File: src/rtl/oam_dma_master_pkg.sv
// rtl/oam_dma_master_pkg.sv - shared constants and state type for the OAM DMA master
package oam_dma_master_pkg;

    localparam logic [15:0] DMA_REG_ADDR_DEFAULT = 16'hFF46;
    localparam logic [15:0] OAM_BASE_DEFAULT     = 16'hFE00;
    localparam int          OAM_BYTES_DEFAULT    = 160;

    typedef enum logic [2:0] {
        IDLE,
        REQ,
        RD,
        CAP,
        WR,
        DONE
    } dma_state_t;

endpackage

File: src/rtl/oam_dma_master_reg_if.sv
// rtl/oam_dma_master_reg_if.sv - DMA register decode, source-page register and readback
import oam_dma_master_pkg::*;

module oam_dma_master_reg_if #(
    parameter logic [15:0] DMA_REG_ADDR = DMA_REG_ADDR_DEFAULT
) (
    input  logic        clk,
    input  logic        reset,
    input  logic [15:0] reg_addr,
    input  logic        reg_wr,
    input  logic        reg_rd,
    input  logic [7:0]  reg_wdata,
    input  logic        load,
    output logic        wr_hit,
    output logic [7:0]  src_hi,
    output logic [7:0]  reg_rdata,
    output logic        reg_rdata_oe
);

    logic rd_hit;

    assign wr_hit = reg_wr && (reg_addr == DMA_REG_ADDR);
    assign rd_hit = reg_rd && (reg_addr == DMA_REG_ADDR);

    // Source page loads only when the master accepts the write; readback is registered one cycle
    always_ff @(posedge clk or posedge reset) begin
        if (reset) begin
            src_hi       <= 8'h00;
            reg_rdata    <= 8'h00;
            reg_rdata_oe <= 1'b0;
        end else begin
            if (load) begin
                src_hi <= reg_wdata;
            end
            reg_rdata_oe <= rd_hit;
            reg_rdata    <= rd_hit ? src_hi : 8'h00;
        end
    end

endmodule

File: src/rtl/oam_dma_master.sv
// rtl/oam_dma_master.sv - OAM DMA bus initiator; OAM_DMA_RESTART_EN allows restart while busy
import oam_dma_master_pkg::*;

module oam_dma_master #(
    parameter logic [15:0] DMA_REG_ADDR = DMA_REG_ADDR_DEFAULT,
    parameter logic [15:0] OAM_BASE     = OAM_BASE_DEFAULT,
    parameter int          OAM_BYTES    = OAM_BYTES_DEFAULT
) (
    input  logic        clk,
    input  logic        reset,
    input  logic [15:0] reg_addr,
    input  logic        reg_wr,
    input  logic        reg_rd,
    input  logic [7:0]  reg_wdata,
    output logic [7:0]  reg_rdata,
    output logic        reg_rdata_oe,
    output logic        bus_req,
    input  logic        bus_grant,
    output logic [15:0] bus_addr,
    output logic        bus_rd,
    output logic        bus_wr,
    output logic [7:0]  bus_wdata,
    output logic        bus_wdata_oe,
    input  logic [7:0]  bus_rdata,
    output logic        dma_busy,
    output logic        dma_done
);

    localparam logic [7:0] LAST_INDEX = 8'(OAM_BYTES - 1);

    dma_state_t state, state_next;
    logic [7:0] index, index_next;
    logic [7:0] data_latch;
    logic [7:0] src_hi;
    logic       wr_hit;
    logic       active;
    logic       start;
    logic       restart;
    logic       load;
    logic       latch_en;

    // DONE is not busy, so a write landing on the done pulse starts a fresh transfer
    assign active = (state == REQ) || (state == RD) || (state == CAP) || (state == WR);
    assign start  = wr_hit && !active;

`ifdef OAM_DMA_RESTART_EN
    assign restart = wr_hit && active;
`else
    assign restart = 1'b0;
`endif

    assign load = start || restart;

    oam_dma_master_reg_if #(
        .DMA_REG_ADDR(DMA_REG_ADDR)
    ) u_reg_if (
        .clk          (clk),
        .reset        (reset),
        .reg_addr     (reg_addr),
        .reg_wr       (reg_wr),
        .reg_rd       (reg_rd),
        .reg_wdata    (reg_wdata),
        .load         (load),
        .wr_hit       (wr_hit),
        .src_hi       (src_hi),
        .reg_rdata    (reg_rdata),
        .reg_rdata_oe (reg_rdata_oe)
    );

    // State, byte index and captured read data
    always_ff @(posedge clk or posedge reset) begin
        if (reset) begin
            state      <= IDLE;
            index      <= 8'h00;
            data_latch <= 8'h00;
        end else begin
            state <= state_next;
            index <= index_next;
            if (latch_en) begin
                data_latch <= bus_rdata;
            end
        end
    end

    // Next state and bus outputs; strobes are gated by grant and the phase repeats until granted
    always_comb begin
        state_next   = state;
        index_next   = index;
        bus_req      = 1'b0;
        dma_busy     = 1'b0;
        bus_addr     = 16'h0000;
        bus_rd       = 1'b0;
        bus_wr       = 1'b0;
        bus_wdata    = 8'h00;
        bus_wdata_oe = 1'b0;
        dma_done     = 1'b0;
        latch_en     = 1'b0;
        case (state)
            IDLE: ;
            REQ: begin
                bus_req  = 1'b1;
                dma_busy = 1'b1;
                if (bus_grant) state_next = RD;
            end
            RD: begin
                bus_req  = 1'b1;
                dma_busy = 1'b1;
                bus_addr = {src_hi, index};
                bus_rd   = bus_grant;
                if (bus_grant) state_next = CAP;
            end
            CAP: begin
                bus_req    = 1'b1;
                dma_busy   = 1'b1;
                latch_en   = 1'b1;
                state_next = WR;
            end
            WR: begin
                bus_req      = 1'b1;
                dma_busy     = 1'b1;
                bus_addr     = OAM_BASE + {8'h00, index};
                bus_wr       = bus_grant;
                bus_wdata    = data_latch;
                bus_wdata_oe = bus_grant;
                if (bus_grant) begin
                    if (index == LAST_INDEX) begin
                        state_next = DONE;
                    end else begin
                        index_next = index + 8'd1;
                        state_next = RD;
                    end
                end
            end
            DONE: begin
                dma_done   = 1'b1;
                state_next = IDLE;
            end
            default: state_next = IDLE;
        endcase
        if (start) begin
            state_next = REQ;
            index_next = 8'h00;
        end
        if (restart) begin
            state_next = bus_grant ? RD : REQ;
            index_next = 8'h00;
        end
    end

endmodule

File: config.mk
export PLATFORM = sky130hd
export DESIGN_NAME = oam_dma_master
export DESIGN_NICKNAME = d
export VERILOG_FILES = /design/src/rtl/oam_dma_master_pkg.sv /design/src/rtl/oam_dma_master_reg_if.sv /design/src/rtl/oam_dma_master.sv
export SDC_FILE = /design/constraint.sdc
export NUM_CORES = 1
export LEC_CHECK = 0
export ABC_AREA = 1
export ABC_CLOCK_PERIOD_IN_PS = 2700
export CORE_UTILIZATION = 35
export DETAILED_ROUTE_END_ITERATION = 7
export HOLD_SLACK_MARGIN = 0.03
export PLACE_DENSITY = 0.76
export SETUP_SLACK_MARGIN = 0.1
export SLEW_MARGIN = 25
export SYNTH_ARGS = -nofsm -noshare
export SYNTH_HDL_FRONTEND = slang
export SYNTH_HIERARCHICAL = 1
export SYNTH_SLANG_ARGS = --single-unit
File: constraint.sdc
create_clock -name clk -period 2.7 [get_ports clk]
set_input_delay 0.27 -clock clk [delete_from_list [all_inputs] [get_ports clk]]
set_output_delay 0.27 -clock clk [all_outputs]
set_load 0.01 [all_outputs]
After elaboration in Yosys (flattened, before gate mapping)
Cells that the tools add are included.
Storage, ports and cells
  output and inout bits: 39
  register bits: 36
  bits of input ports: 37
  word-level logic and storage cells: 51
Operators by class
  reduce and logical (&&, ||, !) cells: 13
  add/sub/neg operators: 2
  equality and inequality tests: 12
  mux-type cells: 18
Operators by type and width (number)
  2-to-1 mux 8 bit: 6
  case mux 16 bit (2 select lines): 1
  equality test 16 bit (second input constant): 1
  2-to-1 mux 3 bit: 5
  case mux 3 bit (5 select lines): 1
  adder 10 x 9 -> 11 bit (first input constant): 1
  != test 3 bit (second input constant): 3
  adder 8 x 1 -> 8 bit (second input constant): 1
  equality test 8 bit (second input constant): 1
  equality test 3 x 2 -> 1 bit (second input constant): 2
  equality test 3 bit (second input constant): 2
  2-to-1 mux 1 bit: 5
  != test 2 bit (second input constant): 2
  AND reduction 4 bit: 1
  nonzero test 2 bit: 2
  OR reduction 4 bit: 1
  equality test 3 x 1 -> 1 bit (second input constant): 1
  logical AND 1 bit: 3
  logical NOT 3 bit: 1
  logical OR 1 bit: 3
  AND reduction 3 bit: 1
  logical NOT 1 bit: 1

Depth between registers and ports, before layout
  depth after elaboration: 8
  mapped depth: 10
  gate-level depth less buffers: 10

Hierarchy
The synthesis kept the hierarchy.
Modules (own cells, without submodules)
  oam_dma_master: instances 1, area each 1244.9 um^2, sequential area each 475.5 um^2, cells each 189
  oam_dma_master_reg_if: instances 1, area each 676.9 um^2, sequential area each 425.4 um^2, cells each 74

Least setup slack after synthesis
OpenSTA, ideal clock, no wires.
  path kind: input to register
  start: in reg_addr[6]
  end: reg u_reg_if.src_hi[4]
  setup time: 0.128 ns
  buffers on the path: 1
  slack: 1.203 ns
  arrival time: 1.369 ns
  stages: 9
  required time: 2.572 ns
  cells stage by stage: inv_1 -> nor2_2 -> nand2_1 -> nor2_2 -> and3_2 -> nand3_2 -> inv_1 -> buf_2 -> o21ai_0
On the way
  word-level cells in the longest chain between the ends: 3
RTL lines
  start, declared: RTL line oam_dma_master.sv:11  | input logic [15:0] reg_addr,
  equality test 16 bit: RTL line oam_dma_master_reg_if.sv:22  | assign wr_hit = reg_wr && (reg_addr == DMA_REG_ADDR);
  logical AND 1 bit: RTL line oam_dma_master_reg_if.sv:22
  net wr_hit: RTL line oam_dma_master.sv:35  | logic wr_hit;
  logical AND 1 bit: RTL line oam_dma_master.sv:44  | assign start = wr_hit && !active;
  net load: RTL line oam_dma_master.sv:39  | logic load;
  end signal, assigned: RTL line oam_dma_master_reg_if.sv:33  | src_hi <= reg_wdata;
  end, declared: RTL line oam_dma_master_reg_if.sv:15  | output logic [7:0] src_hi,
The timed path passes the listed nets, and every way through them passes these cells.
A chain may end at the register's enable or synchronous reset.

Worst setup path after layout
  start: reg state[0]
  end: out bus_addr[12]
On the way
  word-level cells in the longest chain between the ends: 2
  elaborated cells on any way between the ends: 3
  classes of those cells: eq/ne: 2; mux: 1
RTL lines
  start, declared: RTL line oam_dma_master.sv:31  | dma_state_t state, state_next;
  start signal, assigned: RTL line oam_dma_master.sv:77  | state <= state_next;
  equality test 3 bit / equality test 3 x 2 -> 1 bit (equally long branches): RTL line oam_dma_master.sv:98  | case (state)
  case mux 16 bit (2 select lines) (*): RTL line oam_dma_master.sv:98
  end, declared: RTL line oam_dma_master.sv:19  | output logic [15:0] bus_addr,
Every way passes the cells marked *; elsewhere a longest branch is shown, timed or not.

==> impl_metrics.env <==
export IMPL_worst_pin_slew_ns=0.729
export IMPL_leakagePower_nw=1.41
export IMPL_grt_max_degree=21
export IMPL_initial_utilization_pct=36.9
export IMPL_cts_root_buf="clkbuf_8"
export IMPL_synth_top_area_share_pct=46.9
export IMPL_syn_nets=301
export IMPL_row_count=26
export IMPL_power_frac_comb_pct=10.9
export IMPL_area_growth_syn_to_layout_pct=46.6
export IMPL_die_w_microns=76.1
export IMPL_crit_type="reg2out"
export IMPL_drv_slew=0
export IMPL_htree_levels=2
export IMPL_startpoint_type="flip-flop"
export IMPL_worstSetupEndpointType="output port"
export IMPL_port_buffers=75
export IMPL_setup_violations=0
export IMPL_finalSetupTns_ns=0
export IMPL_p_sw_share_pct=23.5
export IMPL_r2r_start="index[0]"
export IMPL_hold_viol=0
export IMPL_pwr_density_cell_mw_per_mm2=378
export IMPL_pwr_share_seq_pct=55.2
export IMPL_fmax_mhz=418
export IMPL_arrival_ns=2.12
export IMPL_cts_reportedPaths_clkPinSlew_ns=0.07
export IMPL_intPower_w=0.000815
export IMPL_vias_per_cell=4.50
export IMPL_gr_total_overflow=0
export IMPL_ios=76
export IMPL_postRouteWirelength_mm=4.53
export IMPL_final_nets=377
export IMPL_hp_class="in2async"
export IMPL_synth_edf_count=0
export IMPL_final_antenna_net_count=0
export IMPL_synth_area_leaders="dfrtp_1 (47%), nor2_1 (12%), nand2_1 (10%)"
export IMPL_num_vias=1842
export IMPL_antenna_found_initial=0
export IMPL_syn_area_sq_mm=0.00192
export IMPL_synthArstFlopShare_pct=100
export IMPL_dp_hpwl_mm=3.37
export IMPL_p_clk_share_pct=33.9
export IMPL_grt_pass1_vias=1811
export IMPL_synth_ff_type="dfrtp_1"
export IMPL_synth_avg_cell_area_sq_um=7.31
export IMPL_cts_buffers=5
export IMPL_avgRoutedWirePerCell_microns=11.1
export IMPL_drive_above_1_share_pct=7.96
export IMPL_required_ns=2.43
export IMPL_grt_pass1_wl_mm=7.72
export IMPL_synth_seq_cells=36
export IMPL_clkSinkCount=36
export IMPL_gp_congestion=0.760
export IMPL_maxCapViolations=0
export IMPL_ir_worst_vdd_mv=0.328
export IMPL_dieArea_sq_mm=0.00579
export IMPL_cts_tree="done"
export IMPL_dpl_cell_area_sq_mm=0.00271
export IMPL_drt_iter0_markers=58
export IMPL_ys_seq_area_share_pct=46.9
export IMPL_n_antenna_cell=0
export IMPL_min_period_ns=2.39
export IMPL_cts_buffer_depth=2
export IMPL_drc=0
export IMPL_fin_crit_sh_pct=88.7
export IMPL_relSlewSlack_pct=51.4
export IMPL_path_max_fanout=14
export IMPL_p_sw_w=0.000250
export IMPL_die_y_microns=76.1
export IMPL_grt_usage_pct=16.3
export IMPL_clock_latency_ns=0.29
export IMPL_hold_buffers=0
export IMPL_status="completed"
export IMPL_critPathLaunch="state[0]"
export IMPL_finClkSkew_ns=0.00494
export IMPL_rsz0062_at_grt="no"
export IMPL_yosysWarnings=6
export IMPL_drt_pass1_iterations=4
export IMPL_finalInstanceArea_sq_mm=0.00282
export IMPL_ys_types=24
export IMPL_core_sq_mm=0.00520
export IMPL_yosysTopAreaCell="dfrtp_1"
export IMPL_syn_inst=263
synthesized netlist by cell type (2+ instances only):
| cell | number |
|---|---|
| o21ai_0 | 11 |
| dfrtp_1 | 36 |
| nor2_1 | 60 |
| buf_4 | 5 |
| xor2_1 | 2 |
| buf_2 | 2 |
| nor2_2 | 3 |
| inv_2 | 2 |
| a21oi_1 | 9 |
| nand2_1 | 52 |
| or2_1 | 2 |
| nand3_1 | 21 |
| nand2_2 | 3 |
| inv_1 | 43 |
| nand3_2 | 3 |
cell usage in the layout (no fill, tap or decap):
master / instances
a21oi_1: 9
and3_2: 1
buf_4: 3
clkbuf_8: 5
clkdlybuf4s50_1: 75
clkinv_2: 1
clkinvlp_4: 2
dfrtp_1: 36
ha_1: 1
inv_1: 42
inv_2: 2
nand2_1: 52
nand2_2: 2
nand2_4: 1
nand3_1: 20
nand3_2: 4
nand3_4: 1
nor2_1: 59
nor2_2: 4
nor2_4: 1
nor3_1: 1
nor3b_1: 1
o21ai_0: 11
o21ai_1: 1
or2_1: 2
xor2_1: 2
layout make-up:
class                      count  area [sq um]
inverter                      45           173
fill                         543          2390
tap                           70          87.6
timing repair buffer          78           773
sequential                    36           901
clock inverter                 2          12.5
clock buffer                   5          68.8
multi-input combinational    173           802
per-stage QoR:
| step | hold WS, ns | setup slack, ns | total power (W) | util [%] | instances |
|---|---|---|---|---|---|
| finish | 0.393 | 0.305 | 0.00106 | 54.1 | 409 |
| global route | 0.441 | 0.146 | 0.00112 | 54.1 | 409 |
| CTS | 0.415 | 0.223 | 0.00108 | 53.5 | 407 |
| detailed placement | 0.511 | 0.546 | 0.000716 | 52.0 | 400 |
| global placement | 0.497 | 0.554 | 0.000711 | 52.0 | 400 |
| floorplan | 0.196 | 1.20 | 0.000647 | - | 263 |
routing by layer:
metal	up-vias	GRT usage (%)	share of wire, %
li1	944	-	-
met1	834	18.5	43
met2	58	28.7	47
met3	6	6.35	8.8
met4	0	4.04	1.0
met5	-	0	0
power by group through the flow:
stage                     registers, W  logic [W]  clock network (W)
final                         0.000588   0.000116           0.000361
after global routing          0.000591   0.000134           0.000397
after CTS                     0.000588   0.000118           0.000372
after detailed placement      0.000598   0.000118                  0
after global placement        0.000596   0.000115                  0
after floorplan               0.000594  0.0000531                  0
cells by family (layout without fill, tap and decap cells):
family                     after synthesis  count (layout)  synth area share [%]
adders and majority gates                1               1                 0.651
xor gates and xnor gates                 2               2                 0.912
AOI/OAI and AO/OA                       21              21                  5.47
buffers and inverters                   54             130                  12.0
DFF                                     36              36                  46.9
and+or+nand+nor                        149             149                  34.1
worst max-delay path: stages (launching register included):
cell and delay [ns]:
dfrtp_1 0.43, nor2_2 0.19, nand2_4 0.14, nand2_1 0.14, clkinvlp_4 0.10, buf_4 0.16, nor2_1 0.12, clkdlybuf4s50_1 0.55
repair_timing:
action	4_1_cts	5_1_grt
setup buffers	0	2
gates resized for setup	0	4
setup endpoints to repair	0	14
final timing paths:
check                                              to  slack, ns  cells past startpoint
max in group asynchronous                    index[1]       1.81                      2
min in group clk                u_reg_if/reg_rdata[7]       0.52                      2
worst min register to register  u_reg_if/reg_rdata[7]       0.52                      2
worst min-delay path               u_reg_if/src_hi[1]       0.39                      2
worst max-delay path                     bus_addr[12]       0.31                      7
worst max register to register               index[5]       1.03                      8
sequential cells by signal, summed over array words and instances, names as in the netlist:
name / cells
data_latch: 8
index: 8
state: 3
u_reg_if/reg_rdata: 8
u_reg_if/reg_rdata_oe: 1
u_reg_if/src_hi: 8
Power figures use the tool's default switching activity.
